==> src/rtl/trng_source.sv <==
// trng_source: von Neumann debiased entropy packer with a one-word holding buffer.
// Optional repetition-count health test is built when TRNG_SOURCE_HEALTH_EN is defined.
module trng_source #(
    parameter int TRNG_WIDTH = 4,
    parameter int RCT_CUTOFF = 32
) (
    input  logic                  clk,
    input  logic                  reset_n,
    input  logic                  en,
    input  logic                  raw_bit,
    input  logic                  raw_valid,
    input  logic                  trng_req,
    output logic [TRNG_WIDTH-1:0] trng_word,
    output logic                  trng_valid,
    output logic                  health_fail
);

    localparam int CW = (TRNG_WIDTH > 2) ? $clog2(TRNG_WIDTH) : 1;
    localparam logic [CW-1:0] CNT_LAST = CW'(TRNG_WIDTH - 1);

    logic                  phase_q, phase_d;
    logic                  first_q, first_d;
    logic [TRNG_WIDTH-1:0] acc_q, acc_d;
    logic [CW-1:0]         cnt_q, cnt_d;
    logic                  acc_full_q, acc_full_d;
    logic [TRNG_WIDTH-1:0] held_q, held_d;
    logic                  held_full_q, held_full_d;
    logic [TRNG_WIDTH-1:0] word_q, word_d;
    logic                  valid_q, valid_d;
    logic                  kill;

    // Out-of-range cutoff is left as an empty marker block
    if (RCT_CUTOFF < 2) begin : g_cutoff_range
    end

`ifdef TRNG_SOURCE_HEALTH_EN
    localparam int RW = $clog2(RCT_CUTOFF + 1);
    localparam logic [RW-1:0] RCT_MAX = RW'(RCT_CUTOFF);

    logic          last_q, last_d;
    logic [RW-1:0] rct_q, rct_d;
    logic          fail_q, fail_d;

    // Repetition counter on raw samples; failure latches until reset
    always_comb begin
        last_d = last_q;
        rct_d  = rct_q;
        fail_d = fail_q;
        if (en && raw_valid) begin
            last_d = raw_bit;
            if (rct_q == '0 || raw_bit != last_q) begin
                rct_d = RW'(1);
            end else if (rct_q != RCT_MAX) begin
                rct_d = rct_q + RW'(1);
            end
            if (rct_d == RCT_MAX) begin
                fail_d = 1'b1;
            end
        end
    end

    // Health-test state registers
    always_ff @(posedge clk or negedge reset_n) begin
        if (!reset_n) begin
            last_q <= 1'b0;
            rct_q  <= '0;
            fail_q <= 1'b0;
        end else begin
            last_q <= last_d;
            rct_q  <= rct_d;
            fail_q <= fail_d;
        end
    end

    assign kill        = fail_d;
    assign health_fail = fail_q;
`else
    assign kill        = 1'b0;
    assign health_fail = 1'b0;
`endif

    // Debias pairs, pack bits, move words to the buffer and serve requests
    always_comb begin
        logic emit;
        logic hs;
        logic xfer;
        phase_d     = phase_q;
        first_d     = first_q;
        acc_d       = acc_q;
        cnt_d       = cnt_q;
        acc_full_d  = acc_full_q;
        held_d      = held_q;
        held_full_d = held_full_q;
        word_d      = '0;
        valid_d     = 1'b0;
        emit        = 1'b0;
        hs          = 1'b0;
        xfer        = 1'b0;
        if (en) begin
            if (raw_valid) begin
                if (!phase_q) begin
                    first_d = raw_bit;
                    phase_d = 1'b1;
                end else begin
                    phase_d = 1'b0;
                    emit    = (raw_bit != first_q);
                end
            end
            hs   = trng_req && held_full_q && !valid_q;
            xfer = acc_full_q && (!held_full_q || hs);
            if (emit && !acc_full_q) begin
                acc_d = {acc_q[TRNG_WIDTH-2:0], first_q};
                if (cnt_q == CNT_LAST) begin
                    cnt_d      = '0;
                    acc_full_d = 1'b1;
                end else begin
                    cnt_d = cnt_q + CW'(1);
                end
            end
            if (hs) begin
                valid_d     = 1'b1;
                word_d      = held_q;
                held_full_d = 1'b0;
            end
            if (xfer) begin
                held_d      = acc_q;
                held_full_d = 1'b1;
                acc_full_d  = 1'b0;
            end
            if (kill) begin
                acc_d       = '0;
                cnt_d       = '0;
                acc_full_d  = 1'b0;
                held_full_d = 1'b0;
                valid_d     = 1'b0;
                word_d      = '0;
            end
        end
    end

    // Datapath state registers
    always_ff @(posedge clk or negedge reset_n) begin
        if (!reset_n) begin
            phase_q     <= 1'b0;
            first_q     <= 1'b0;
            acc_q       <= '0;
            cnt_q       <= '0;
            acc_full_q  <= 1'b0;
            held_q      <= '0;
            held_full_q <= 1'b0;
            word_q      <= '0;
            valid_q     <= 1'b0;
        end else begin
            phase_q     <= phase_d;
            first_q     <= first_d;
            acc_q       <= acc_d;
            cnt_q       <= cnt_d;
            acc_full_q  <= acc_full_d;
            held_q      <= held_d;
            held_full_q <= held_full_d;
            word_q      <= word_d;
            valid_q     <= valid_d;
        end
    end

    assign trng_word  = word_q;
    assign trng_valid = valid_q;

endmodule

==> config.mk <==
export PLATFORM = sky130hd
export DESIGN_NAME = trng_source
export DESIGN_NICKNAME = d
export VERILOG_FILES = /design/src/rtl/trng_source.sv
export SDC_FILE = /design/constraint.sdc
export NUM_CORES = 1
export LEC_CHECK = 0
export BUFFER_PORTS_ARGS = -buffer_cell sky130_fd_sc_hd__buf_2
export CELL_PAD_IN_SITES_DETAIL_PLACEMENT = 1
export CELL_PAD_IN_SITES_GLOBAL_PLACEMENT = 2
export CORE_MARGIN = 2
export CORE_UTILIZATION = 25
export DETAILED_ROUTE_END_ITERATION = 7
export GPL_ROUTABILITY_DRIVEN = 0
export PLACE_DENSITY_LB_ADDON = 0.2
export SLEW_MARGIN = 20
export SYNTH_ARGS = -nofsm -noshare
export SYNTH_HDL_FRONTEND = slang
export SYNTH_SLANG_ARGS = --single-unit
==> constraint.sdc <==
create_clock -name clk -period 1.86 [get_ports clk]
set_clock_uncertainty 0.15 [all_clocks]
set_input_delay 0.186 -clock clk [delete_from_list [all_inputs] [get_ports clk]]
set_output_delay 0.186 -clock clk [all_outputs]
set_load 0.05 [all_outputs]
==> results of run 1 <==
==> metrics by stage <==
step           utilization, %  hold slack, ns  worst slack (ns)  area [µm²]  power [µW]
2_1_floorplan               -          -0.260             0.281         763         749
3_3_place_gp             28.3         0.00719             0.387         843         804
3_5_place_dp             28.3          0.0145             0.351         843         814
4_1_cts                  29.6          0.0241             0.332         881        1030
5_1_grt                  29.6          0.0434             0.282         881        1090
6_report                 29.6          0.0402             0.364         881        1000
==> report_power, final <==
group          switching (µW)  internal, µW
clock                     126          79.9
combinational             111           109
sequential               69.2           510
==> kinds of logic (layout without fill, tap and decap cells) <==
| family | after synthesis | in the layout | synth area share, % |
|---|---|---|---|
| adders and majority gates | 1 | 1 | 1.64 |
| other | 1 | 1 | 0.491 |
| xor gates and xnor gates | 2 | 2 | 2.30 |
| DFF | 19 | 19 | 62.3 |
| buffers and inverters | 5 | 18 | 2.95 |
| muxes | 9 | 9 | 13.3 |
| and+or+nand+nor | 11 | 11 | 9.84 |
| AOI/OAI and AO/OA | 7 | 7 | 7.21 |
==> cell usage in the layout, fill, tap and decap left out, types with 2 or more instances in the layout <==
cell,instances
and2_1,4
buf_2,10
clkbuf_4,3
dfrtp_1,19
inv_1,3
mux2_1,2
mux2_2,7
nor2_1,2
xnor2_1,2
==> layout make-up <==
class	count	area [µm²]
Clock inverter	1	5.00
Fill cell	338	2100
Sequential cell	19	475
Inverter	3	11.3
Timing Repair Buffer	11	60.1
Clock buffer	3	22.5
Multi-Input combinational cell	31	265
Tap cell	33	41.3
==> state kept, by name, indices dropped and copies added (netlist names) <==
signal,cells
acc_full_q,1
held_full_q,1
trng_word,4
trng_valid,1
first_q,1
cnt_q,2
acc_q,4
held_q,4
phase_q,1
==> Yosys cell counts <==
| library cell | n |
|---|---|
| dfrtp_1 | 19 |
| mux2_2 | 7 |
| and2_1 | 4 |
| inv_1 | 3 |
| mux2_1 | 2 |
| nor2_1 | 2 |
| xnor2_1 | 2 |
| and3_1 | 1 |
| buf_4 | 1 |
| clkbuf_1 | 1 |
| conb_1 | 1 |
| ha_1 | 1 |
| nand2_1 | 1 |
| nand4b_2 | 1 |
| nor2_4 | 1 |
| nor2b_1 | 1 |
| o211a_1 | 1 |
| o21a_1 | 1 |
| o21ai_0 | 1 |
| o21bai_1 | 1 |
| o22a_1 | 1 |
| o2bb2ai_1 | 1 |
| o31ai_1 | 1 |
==> path summary, 6_finish.rpt <==
check | depth (start not counted) | startpoint | slack (ns) | to
worst max-delay path | 3 | acc_full_q$_DFFE_PN0P_ | 0.36 | acc_q[2]$_DFFE_PN0P_
worst min-delay path | 3 | raw_bit | 0.04 | first_q$_DFFE_PN0P_
worst max register to register | 3 | acc_full_q$_DFFE_PN0P_ | 0.36 | acc_q[2]$_DFFE_PN0P_
worst min register to register | 1 | held_q[0]$_DFFE_PN0P_ | 0.34 | trng_word[0]$_DFF_PN0_
max in group asynchronous | 2 | reset_n | 1.06 | held_q[1]$_DFFE_PN0P_
min in group asynchronous | 2 | reset_n | 0.20 | cnt_q[1]$_DFFE_PN0P_
==> routing by layer <==
metal	global-route usage, %	vias to the layer above	share of wire, %
met5	0	-	0
met4	6.82	0	1.6
met3	1.97	2	3.6
met2	13.8	6	47
met1	11.0	234	47
li1	-	210	-
==> worst register-to-register path: cells and delay by family, from the launching register on <==
family           cells  cell delay, ns
muxes                1            0.35
and+or+nand+nor      2            0.48
DFF                  1            0.41
==> flow_metrics.tcl, run 1 <==
set metrics [dict create \
    postCtsHoldBufs 1 \
    post_drt_wl_per_cell_um 11.5 \
    synthDistinctLibCells 23 \
    cts_root_buf "clkbuf_4" \
    crit_chain "nand4b_2 -> nor2_4 -> mux2_2" \
    via_per_inst 4.48 \
    grt_pass1_wl_um 2270 \
    crit_required_ns 1.90 \
    dp.cells 96 \
    worst-path-buf-inv 0 \
    diodes 0 \
    drtIter0Drc 10 \
    die_h_um 59.3 \
    timing_worst_setup_path_type "register to register" \
    ys_warn_count 0 \
    finalHoldViolCount 0 \
    clock_path_buffers 2 \
    vias 452 \
    post_cts_buffers 0 \
    yosysSeqAreaShare_pct 62.3 \
    yosysTopAreaCellShare_pct 62.3 \
    cts_tree "yes" \
    drive_gt1_share_pct 33.8 \
    drt-total-wl_um 1160 \
    synth_nets 62 \
    setup_tns_ns 0 \
    holdCritPathClass "input port to register" \
    start_kind "register" \
    ctsResizeCount 0 \
    initial_core_util_pct 25.6 \
    rsz0062_at_grt "no" \
    min_period_over_period_pct 80.4 \
    ios 12 \
    fin_cells 101 \
    port_buffers 10 \
    power_density_nw_per_um2 1140 \
    ant_nets 0 \
    core-area_um2 2980 \
    netlist_instances 55 \
    grt_max_degree 20 \
    clk_latency_ns 0.29 \
    setup_viol 0 \
    nNetsFinal 76 \
    synth_top_area_cell "dfrtp_1" \
    die_w_um 59.3 \
    period_minus_slack_ns 1.50 \
    drc 0 \
    cts_buffers 3 \
    critPathMaxFanout 6 \
    dieArea_um2 3510 \
    grt_antenna_before_repair 0 \
    grt_pass1_vias 512 \
    area_growth_pct 15.4 \
    cp_slowest_stage_delay_ns 0.41 \
    syn_area_per_cell_um2 13.9 \
    ys_seq_elements 19 \
    hpwl_um 883 \
    grt-ovfl-total 0 \
    slew_violations 0 \
    critPathCaptureType "register" \
    synth_area_um2 763 \
    cpMaxStageDelayCell "dfrtp_1" \
    clkTransAtPathRegs_ns 0.11 \
    rows 20 \
    cts.sink_count 19 \
    firstDrtPassIters 3 \
    fmax_mhz 668 \
    grtUsageTotal_pct 9.02 \
    status "finished clean" \
    cp.arrival_ns 1.53 \
    ir_worst_vdd_mv 0.355 \
    path_delay_family "simple AND/OR/NAND/NOR gates" \
    htreeDepth 1 \
    cap_violations 0 \
    leakage_uw 0.000463 \
    synth_area_leaders "dfrtp_1 (62%), mux2_2 (10%), and2_1 (3.3%)" \
]
(Power assumes the default switching activity.)
==> inputs of run 2 (changes only) <==
- clock period: 1.86 -> 1.44 ns (I/O delays scaled with it)
==> flow_metrics.tcl, run 2 (same netlist as run 1, synthesis figures left out) <==
set metrics [dict create \
    clock_path_buffers 2 \
    via_per_inst 4.22 \
    grt_pass1_vias 479 \
    start_kind "register" \
    grt_pass1_wl_um 2200 \
    drc 0 \
    p_seq_share_pct 52.3 \
    layout_commonest_cell "dfrtp_1" \
    cts_root_buf "clkbuf_4" \
    holdWs_ns 0.0197 \
    multi_input_area_um2 295 \
    cp.arrival_ns 1.44 \
    rr_worst_depth 3 \
    cts_tree "yes" \
    die_h_um 59.3 \
    holdCritPathClass "input port to register" \
    rrSetupSlack_ns 0.04 \
    rows 20 \
    setup_ws_ns 0.0417 \
    grt-ovfl-total 0 \
    final_cell_mix "dfrtp_1 (17), buf_2 (10), mux2_2 (7), buf_4 (6), and2_1 (4)" \
    htreeDepth 1 \
    power_density_nw_per_um2 1480 \
    hpwl_um 965 \
    p_int_uw 997 \
    core-area_um2 2980 \
    grt_antenna_before_repair 0 \
    whs_path_depth 3 \
    ant_nets 0 \
    initial_core_util_pct 25.6 \
    clk_latency_ns 0.30 \
    dieArea_um2 3510 \
    critPathMaxFanout 6 \
    drtIter0Drc 12 \
    reg2reg_from "acc_full_q$_DFFE_PN0P_" \
    timing_worst_setup_path_type "register to register" \
    crit_chain "nand4b_4 -> nor2_4 -> mux2_2" \
    rsz0062_at_grt "yes" \
    slew_violations 0 \
    leakage_uw 0.000505 \
    post_drt_wl_per_cell_um 11.9 \
    status "finished clean" \
    period_minus_slack_ns 1.40 \
    grtUsageTotal_pct 8.83 \
    port_buffers 10 \
    clkTransAtPathRegs_ns 0.11 \
    cpMaxStageDelayCell "dfrtp_1" \
    min_period_over_period_pct 97.1 \
    pwr-share-clk_pct 18.7 \
    area_growth_pct 26.9 \
    startpoint "acc_full_q$_DFFE_PN0P_" \
    cp_slowest_stage_delay_ns 0.39 \
    firstDrtPassIters 3 \
    swShare_pct 30.6 \
    ir_worst_vdd_mv 0.512 \
    utilization_pct 32.5 \
    cts.sink_count 19 \
    finalHoldViolCount 0 \
    cts_buffers 3 \
    nNetsFinal 83 \
    drt-total-wl_um 1290 \
    setup_tns_ns 0 \
    fillCellCount 333 \
    fmax_mhz 715 \
    vias 456 \
    cap_violations 0 \
    drive_gt1_share_pct 46.7 \
    critPathCaptureType "register" \
    fin_total_pwr_uw 1440 \
    ios 12 \
    seqCellArea_um2 478 \
    diodes 0 \
    dp_slack_ns -0.0368 \
    grt_max_degree 20 \
    crit_required_ns 1.48 \
    switching_power_uw 441 \
    min_from "raw_valid" \
    die_w_um 59.3 \
    setup_viol 0 \
    power_frac_comb_pct 29.0 \
]
==> run 2: area by class of cell <==
| type | instances | share of cell area, % |
|---|---|---|
| flip-flops and latches | 19 | 49.4 |
| multi-input cells | 31 | 30.5 |
| repair buffers | 18 | 11.9 |
| well taps | 33 | 4.26 |
| clock buffers | 3 | 2.33 |
| inverters | 3 | 1.16 |
| clock inverters | 1 | 0.517 |
==> run 2: worst paths after layout <==
kind / end
min in group asynchronous: held_q[2]$_DFFE_PN0P_
max: acc_q[3]$_DFFE_PN0P_
min reg2reg: trng_word[2]$_DFF_PN0_
min: phase_q$_DFFE_PN0P_
max in group asynchronous: phase_q$_DFFE_PN0P_
max reg2reg: acc_q[3]$_DFFE_PN0P_
==> run 2: routing by layer <==
| metal | share of wire, % | GRT usage (%) | wire length, µm |
|---|---|---|---|
| met5 | 0 | 0 | 0 |
| met4 | 1.3 | 4.87 | 17 |
| met3 | 3.9 | 3.93 | 50 |
| met2 | 46 | 13.5 | 594 |
| met1 | 48 | 10.2 | 624 |
==> run 2: worst max-delay path, delay by kind of cell (launching register included) <==
kind | cells | cell delay [ns]
DFF | 1 | 0.39
and+or+nand+nor | 2 | 0.40
muxes | 1 | 0.35
==> run 2: metrics by stage <==
step	instances	cell area [µm²]
final	108	968
after CTS	106	945
after detailed placement	100	875
after global placement	100	875
after global routing	108	968
after floorplan	55	764
==> run 2: what timing repair did <==
action,in CTS,in global routing
hold buffers,2,0
setup buffers,0,2
gates resized for setup,4,2
hold endpoints to repair,20,0
pin swaps,2,2
endpoints found under the setup margin,9,5
==> run 2: power by group through the flow <==
stage / Sequential, µW / Combinational (µW) / Clock, µW
6_report: 752 / 416 / 269
3_3_place_gp: 755 / 328 / 0
5_1_grt: 774 / 471 / 314
4_1_cts: 756 / 384 / 289
2_1_floorplan: 757 / 212 / 0
3_5_place_dp: 762 / 348 / 0
